**config.mk**
```make
export PLATFORM = sky130hd
export DESIGN_NAME = mem_port_arbiter
export DESIGN_NICKNAME = d
export VERILOG_FILES = /design/src/rtl/mem_port_arbiter.sv
export SDC_FILE = /design/constraint.sdc
export NUM_CORES = 1
export LEC_CHECK = 0
export BUFFER_PORTS_ARGS = -buffer_cell sky130_fd_sc_hd__buf_2
export CAP_MARGIN = 20
export CELL_PAD_IN_SITES_DETAIL_PLACEMENT = 0
export CELL_PAD_IN_SITES_GLOBAL_PLACEMENT = 1
export CORE_UTILIZATION = 25
export CTS_CLUSTER_DIAMETER = 200
export DETAILED_ROUTE_END_ITERATION = 6
export MAX_ROUTING_LAYER = met4
export PLACE_DENSITY = 0.87
export SYNTH_ARGS = -nofsm -noshare
export SYNTH_HDL_FRONTEND = slang
export SYNTH_SLANG_ARGS = --single-unit
```
**constraint.sdc**
```tcl
create_clock -name clk -period 1.4 [get_ports clk]
set_input_delay 0.28 -clock clk [delete_from_list [all_inputs] [get_ports clk]]
set_output_delay 0.28 -clock clk [all_outputs]
set_load 0.02 [all_outputs]
```
**src/rtl/mem_port_arbiter.sv**
```systemverilog
// Purpose : shares one memory port between the instruction-fetch (i_*) and data (d_*) requesters.
// Latency : memory command registered 1 cycle after the request is seen in IDLE; resp is combinational.
// Backpr. : requesters hold read/write level until their resp; the loser waits in place, nothing is queued.
//
// Ports
//   clk, rst_n                    clock (rising edge), asynchronous active-low reset
//   i_read/i_write/i_byte_enable/i_addr/i_wdata -> instruction-side request
//   i_rdata/i_resp                <- instruction-side read data and 1-cycle completion pulse
//   d_*                           same as i_*, data side
//   mem_read/mem_write/mem_byte_enable/mem_addr/mem_wdata -> registered memory command
//   mem_rdata/mem_resp            <- memory read data and 1-cycle completion pulse
//
// Build option
//   ARB_RR_EN : when defined, ties alternate between the two sides through a last-grant bit.
//               When undefined, the data side always wins a tie.
module mem_port_arbiter #(
    parameter int ADDR_W = 16,
    parameter int DATA_W = 16
) (
    input  logic                  clk,
    input  logic                  rst_n,

    input  logic                  i_read,
    input  logic                  i_write,
    input  logic [DATA_W/8-1:0]   i_byte_enable,
    input  logic [ADDR_W-1:0]     i_addr,
    input  logic [DATA_W-1:0]     i_wdata,
    output logic [DATA_W-1:0]     i_rdata,
    output logic                  i_resp,

    input  logic                  d_read,
    input  logic                  d_write,
    input  logic [DATA_W/8-1:0]   d_byte_enable,
    input  logic [ADDR_W-1:0]     d_addr,
    input  logic [DATA_W-1:0]     d_wdata,
    output logic [DATA_W-1:0]     d_rdata,
    output logic                  d_resp,

    output logic                  mem_read,
    output logic                  mem_write,
    output logic [DATA_W/8-1:0]   mem_byte_enable,
    output logic [ADDR_W-1:0]     mem_addr,
    output logic [DATA_W-1:0]     mem_wdata,
    input  logic [DATA_W-1:0]     mem_rdata,
    input  logic                  mem_resp
);

    localparam int BE_W = DATA_W / 8;

    typedef enum logic [1:0] {
        IDLE    = 2'd0,
        SERVE_I = 2'd1,
        SERVE_D = 2'd2
    } state_t;

    state_t              state_q, state_d;
    logic                mem_read_q, mem_read_d;
    logic                mem_write_q, mem_write_d;
    logic [BE_W-1:0]     mem_be_q, mem_be_d;
    logic [ADDR_W-1:0]   mem_addr_q, mem_addr_d;
    logic [DATA_W-1:0]   mem_wdata_q, mem_wdata_d;

    logic                req_i, req_d;
    logic                pick_d;

    assign req_i = i_read | i_write;
    assign req_d = d_read | d_write;

`ifdef ARB_RR_EN
    // 1 = data side was granted last; reset points at the instruction side
    // so the first tie goes to data.
    logic last_grant_d_q, last_grant_d_d;

    assign pick_d = req_d & (~req_i | ~last_grant_d_q);

    always_ff @(posedge clk or negedge rst_n) begin
        if (!rst_n) begin
            last_grant_d_q <= 1'b0;
        end else begin
            last_grant_d_q <= last_grant_d_d;
        end
    end
`else
    // Fixed priority: data wins every tie. Fetch may starve under continuous
    // data traffic, which the pipeline tolerates because it stalls fetch then.
    assign pick_d = req_d;
`endif

    always_comb begin
        state_d     = state_q;
        mem_read_d  = mem_read_q;
        mem_write_d = mem_write_q;
        mem_be_d    = mem_be_q;
        mem_addr_d  = mem_addr_q;
        mem_wdata_d = mem_wdata_q;
`ifdef ARB_RR_EN
        last_grant_d_d = last_grant_d_q;
`endif

        unique case (state_q)
            IDLE: begin
                // Read and write together is illegal; write takes precedence.
                if (pick_d) begin
                    state_d     = SERVE_D;
                    mem_write_d = d_write;
                    mem_read_d  = d_read & ~d_write;
                    mem_be_d    = d_byte_enable;
                    mem_addr_d  = d_addr;
                    mem_wdata_d = d_wdata;
`ifdef ARB_RR_EN
                    last_grant_d_d = 1'b1;
`endif
                end else if (req_i) begin
                    state_d     = SERVE_I;
                    mem_write_d = i_write;
                    mem_read_d  = i_read & ~i_write;
                    mem_be_d    = i_byte_enable;
                    mem_addr_d  = i_addr;
                    mem_wdata_d = i_wdata;
`ifdef ARB_RR_EN
                    last_grant_d_d = 1'b0;
`endif
                end
            end

            SERVE_I, SERVE_D: begin
                // Command held constant until completion; only the strobes
                // drop so the memory never sees a command across a resp.
                if (mem_resp) begin
                    state_d     = IDLE;
                    mem_read_d  = 1'b0;
                    mem_write_d = 1'b0;
                end
            end

            default: begin
                state_d     = IDLE;
                mem_read_d  = 1'b0;
                mem_write_d = 1'b0;
            end
        endcase
    end

    always_ff @(posedge clk or negedge rst_n) begin
        if (!rst_n) begin
            state_q     <= IDLE;
            mem_read_q  <= 1'b0;
            mem_write_q <= 1'b0;
            mem_be_q    <= '0;
            mem_addr_q  <= '0;
            mem_wdata_q <= '0;
        end else begin
            state_q     <= state_d;
            mem_read_q  <= mem_read_d;
            mem_write_q <= mem_write_d;
            mem_be_q    <= mem_be_d;
            mem_addr_q  <= mem_addr_d;
            mem_wdata_q <= mem_wdata_d;
        end
    end

    assign mem_read        = mem_read_q;
    assign mem_write       = mem_write_q;
    assign mem_byte_enable = mem_be_q;
    assign mem_addr        = mem_addr_q;
    assign mem_wdata       = mem_wdata_q;

    // A resp arriving while IDLE belongs to nobody and is dropped here.
    assign i_resp  = mem_resp & (state_q == SERVE_I);
    assign d_resp  = mem_resp & (state_q == SERVE_D);
    assign i_rdata = mem_rdata;
    assign d_rdata = mem_rdata;

endmodule
```
---- Word level (Yosys, flattened, before mapping) ----
Cells that the tools add are included.
cells by class
  reduce and logical (&&, ||, !) cells .... 5
  equality and inequality tests ........... 4
  bitwise logic cells ..................... 8
  muxes and demuxes ....................... 17
operators with widths
  cell                count
  $mux 16             4
  $mux 2              5
  $mux 1              5
  $and 1x1->1         4
  $pmux 1 s2          2
  $pmux 2 s2          1
  $reduce_and 2->1    2
  $ne 3x3->1 const B  1
  $eq 2x1->1 const B  1
  $eq 2x2->1 const B  1
  $logic_not 2->1     1
  $ne 2x2->1 const B  1
  $not 1->1           2
  $or 1x1->1          2
  $reduce_bool 2->1   1
  $reduce_or 2->1     1
word-level totals
  output and inout port bits .............. 70
  bits of input ports ..................... 91
  flip-flop bits (word level) ............. 38

---- Longest topological paths before layout ----
  word-level depth ........................ 5
  mapped depth ............................ 7

---- Least setup slack after synthesis ----
OpenSTA, ideal clock, no wires.
  path kind ............................... reg2reg
  start point ............................. reg state_q[0]
  end point ............................... reg mem_wdata_q[1] (netlist: mem_wdata[1])
  buffers on the path ..................... 2
  path slack .............................. 0.031 ns
  arrival time ............................ 1.242 ns
  cell stages (with the launch flop) ...... 8
  cells stage by stage .................... dfrtp_1 inv_1 ha_1 o41ai_4 buf_4 buf_6 nand2_1 o21ai_0
between the ends
  longest elaborated chain between the ends .. 2
RTL lines
  what                               RTL line  text
  start, declared                    56        state_t state_q, state_d;
  start signal, assigned             153       state_q <= state_d;
  $logic_not 2->1                    100       unique case (state_q)
  $reduce_and 2->1 (no source line)  n/a
  end signal, assigned               158       mem_wdata_q <= mem_wdata_d;
  end, declared                      61        logic [DATA_W-1:0] mem_wdata_q, mem_wdata_d;
Every way passes these cells.
A chain may end at the register's enable or synchronous reset.

---- Final worst setup path ----
  start point ............................. reg state_q[0]
  end point ............................... out d_resp
between the ends
  longest elaborated chain between the ends .. 2
RTL lines
  what           RTL line  text
  $eq 2x2->1     170       assign d_resp = mem_resp & (state_q == SERVE_D);
  $and 1x1->1    170
  end, declared  37        output logic d_resp,
Every way passes these cells.

==> run summary <==
Hold WC Path Type: primary input to flop
Yosys warning count: 0
Tcrit/Tclk final: 1.08
Crit Path Max Fanout: 2
Clk slew on worst S/H paths: 80 ps
Rows: 33
Grt ovf: 0
Longest Clk Path Bufs: 2
Leakage: 1.51 nW
Crit path required time: 1120 ps
Starting Density: 0.257
Post-Synth Simple-Gate Area: 0.0911
Ports: 161
Post-layout min period: 1510 ps
Dpl ws: -57.8 ps
Top cells by count, synth: 38 x dfrtp_1, 36 x nand2_1, 35 x buf_4, 34 x mux2i_1, 29 x o21ai_0
Vias in the first global route: 1664
Yosys top cell area share: 0.449
DRT iter0 DRCs: 35
RSZ-0062 raised after global routing: true
Reg2reg path depth: 8
Area occupied by multi-input gates: 925 um2
DR vias: 1809
Max Cap Viol: 0
CTS sink cnt: 38
Clock Skew: 5.46 ps
Total wire length: 5600 um
H-tree levels: 2
Multiplexer area fraction after synthesis: 0.161
Gate count of the mapped netlist: 213
Core area: 0.00822 mm2
Final GP Congestion: 0.739
Register area share after synthesis: 0.449
Synth Area in Adders: 0.0177
Slew @ Worst Pin: 404 ps
Finished Layout Cells: 418
Status: finished with violations
Layout Utilization: 0.374
Setup ws final: -105 ps
Clock Latency Late Sink: 280 ps
Most frequent cell after synthesis: dfrtp_1
Fill count: 834
FFs w/ async S/R, synth: 1.00
WL/cell: 13.4 um
Area grow syn2layout: 45.2%
Pin count of the biggest net entering global routing: 43
Hold Path Stages: 3
Synth Area in Compound Gates: 0.121
Critical setup path kind: flop to output port
Failing checks: negative setup slack
CP arrival: 1230 ps
Final hold vios: 0
Top cells by area, synth: dfrtp_1 45%, mux2i_1 16%, buf_4 12%
Fin Setup TNS: -202 ps
DR vias/cell: 4.33
Area of the die: 0.00884 mm2
Slew margin rel.: 0.731
Peak VDD IR: 0.812 mV
Final Power: 6.61 mW
Global-route wire length before repair: 7490 um
Nets: 406
# DRC: 0
Net Count, Synth: 307
Initial antenna violation count: 0
Synth Register Bits: 38
Mean Syn Cell Area: 9.93 um2
CTS tree: built
HPWL after DPL: 3560 um
TritonRoute pass-1 iters: 4
FF/Latch Area: 951 um2
Slew Limit Fails: 0
Cell Pwr Density: 2150 mW/mm2
Fin Hold WS: 263 ps
Placed cells: 395
GRT Total Usage: 0.114
Max frequency: 664 MHz
Root Buffer: clkbuf_8
Setup violators final: 4
Crit path capture type: output port
Area after DPL: 0.00262 mm2
Post-synth EDFFs: 0
# diodes: 0
Cts bufs inserted: 5
Cell taking the most area after synthesis: dfrtp_1
Largest family of logic cells by synthesized area: multiplexers
Proportion of layout cells with a drive suffix above 1: 0.543
Setup crit start kind: flop
Post-synth cell types: 25
XOR/XNOR share of the synthesized area: 0
Synth Cell Area: 0.00212 mm2
Port Buffers: 112
Final std cell area, no fill: 0.00307 mm2
Post-DRT Antenna Nets: 0
Die Wd: 94.0 um
Top_reg_cell synth: dfrtp_1
Die Ht: 94.0 um
## sequential cells by signal (all words and copies together) (netlist names)
| signal | cells |
|---|---|
| mem_write | 1 |
| mem_read | 1 |
| mem_wdata | 16 |
| mem_addr | 16 |
| mem_byte_enable | 2 |
| state_q | 2 |
## worst max-delay path, cell delays in order, from the launching register on
cell,delay (ps)
dfrtp_1,380
inv_2,60
buf_6,120
ha_4,140
and2_4,130
buf_6,120
## cells in the final DEF, fill, tap and decap left out
cell           instances
buf_2                110
dfrtp_1               38
mux2i_1               34
nand2_1               26
o21ai_1               17
o21ai_0               10
nand2_2               10
buf_6                  9
o21ai_2                8
clkbuf_8               8
a21oi_1                5
clkbuf_16              5
buf_12                 5
buf_4                  5
ha_4                   3
inv_2                  2
and2_4                 2
inv_1                  2
o41ai_4                1
nor2_4                 1
nor2_1                 1
nor2b_1                1
nand2b_1               1
o22ai_1                1
and2_1                 1
nor4_1                 1
a22oi_1                1
o31ai_1                1
nand3_1                1
o211ai_1               1
buf_8                  1
dlygate4sd3_1          1
## final timing paths
| kind | from | to | slack, ps |
|---|---|---|---|
| worst min register to register | mem_addr[8] | mem_addr[8] | 480 |
| min in group asynchronous | rst_n | state_q[0] | 450 |
| worst max register to register | state_q[0] | mem_wdata[5] | 0 |
| max in group asynchronous | rst_n | mem_addr[1] | 480 |
| worst max-delay path | state_q[0] | d_resp | -110 |
| worst min-delay path | d_addr[7] | mem_addr[7] | 260 |
## cells by family (layout without fill, tap and decap cells)
group,after synthesis,in the layout
flip-flops,38,38
AO/OA/AOI/OAI,45,45
buffers and inverters,48,148
multiplexers,34,34
adder cells (fa/ha/maj),3,3
AND/OR/NAND/NOR,45,45
## layout make-up
| cell class | instances | share of cell area |
|---|---|---|
| multi-input combinational | 127 | 0.301 |
| sequential | 38 | 0.310 |
| clock buffer | 8 | 0.0358 |
| tap | 105 | 0.0428 |
| inverter | 4 | 0.00489 |
| timing repair buffer | 136 | 0.306 |
## routing by layer
metal  global-route usage  share of wire
met1                0.123           0.42
met2                0.190           0.50
met3               0.0405          0.063
met4               0.0474          0.017
met5                    -              0
## timing repair
item / in CTS / in global routing
buffers inserted: 2 / 3
pin swaps: 2 / 0
gates cloned: 0 / 9
hold endpoints to repair: 15 / 0
resized for setup: 15 / 41
hold buffers: 1 / 0
setup endpoints to repair: 2 / 35
## power breakdown
group	total, mW	internal, mW	switching (mW)
combinational	3.77	1.74	2.03
clock	0.878	0.498	0.381
sequential	1.96	1.64	0.320
total	6.61	3.88	2.73
(Power assumes the default switching activity.)
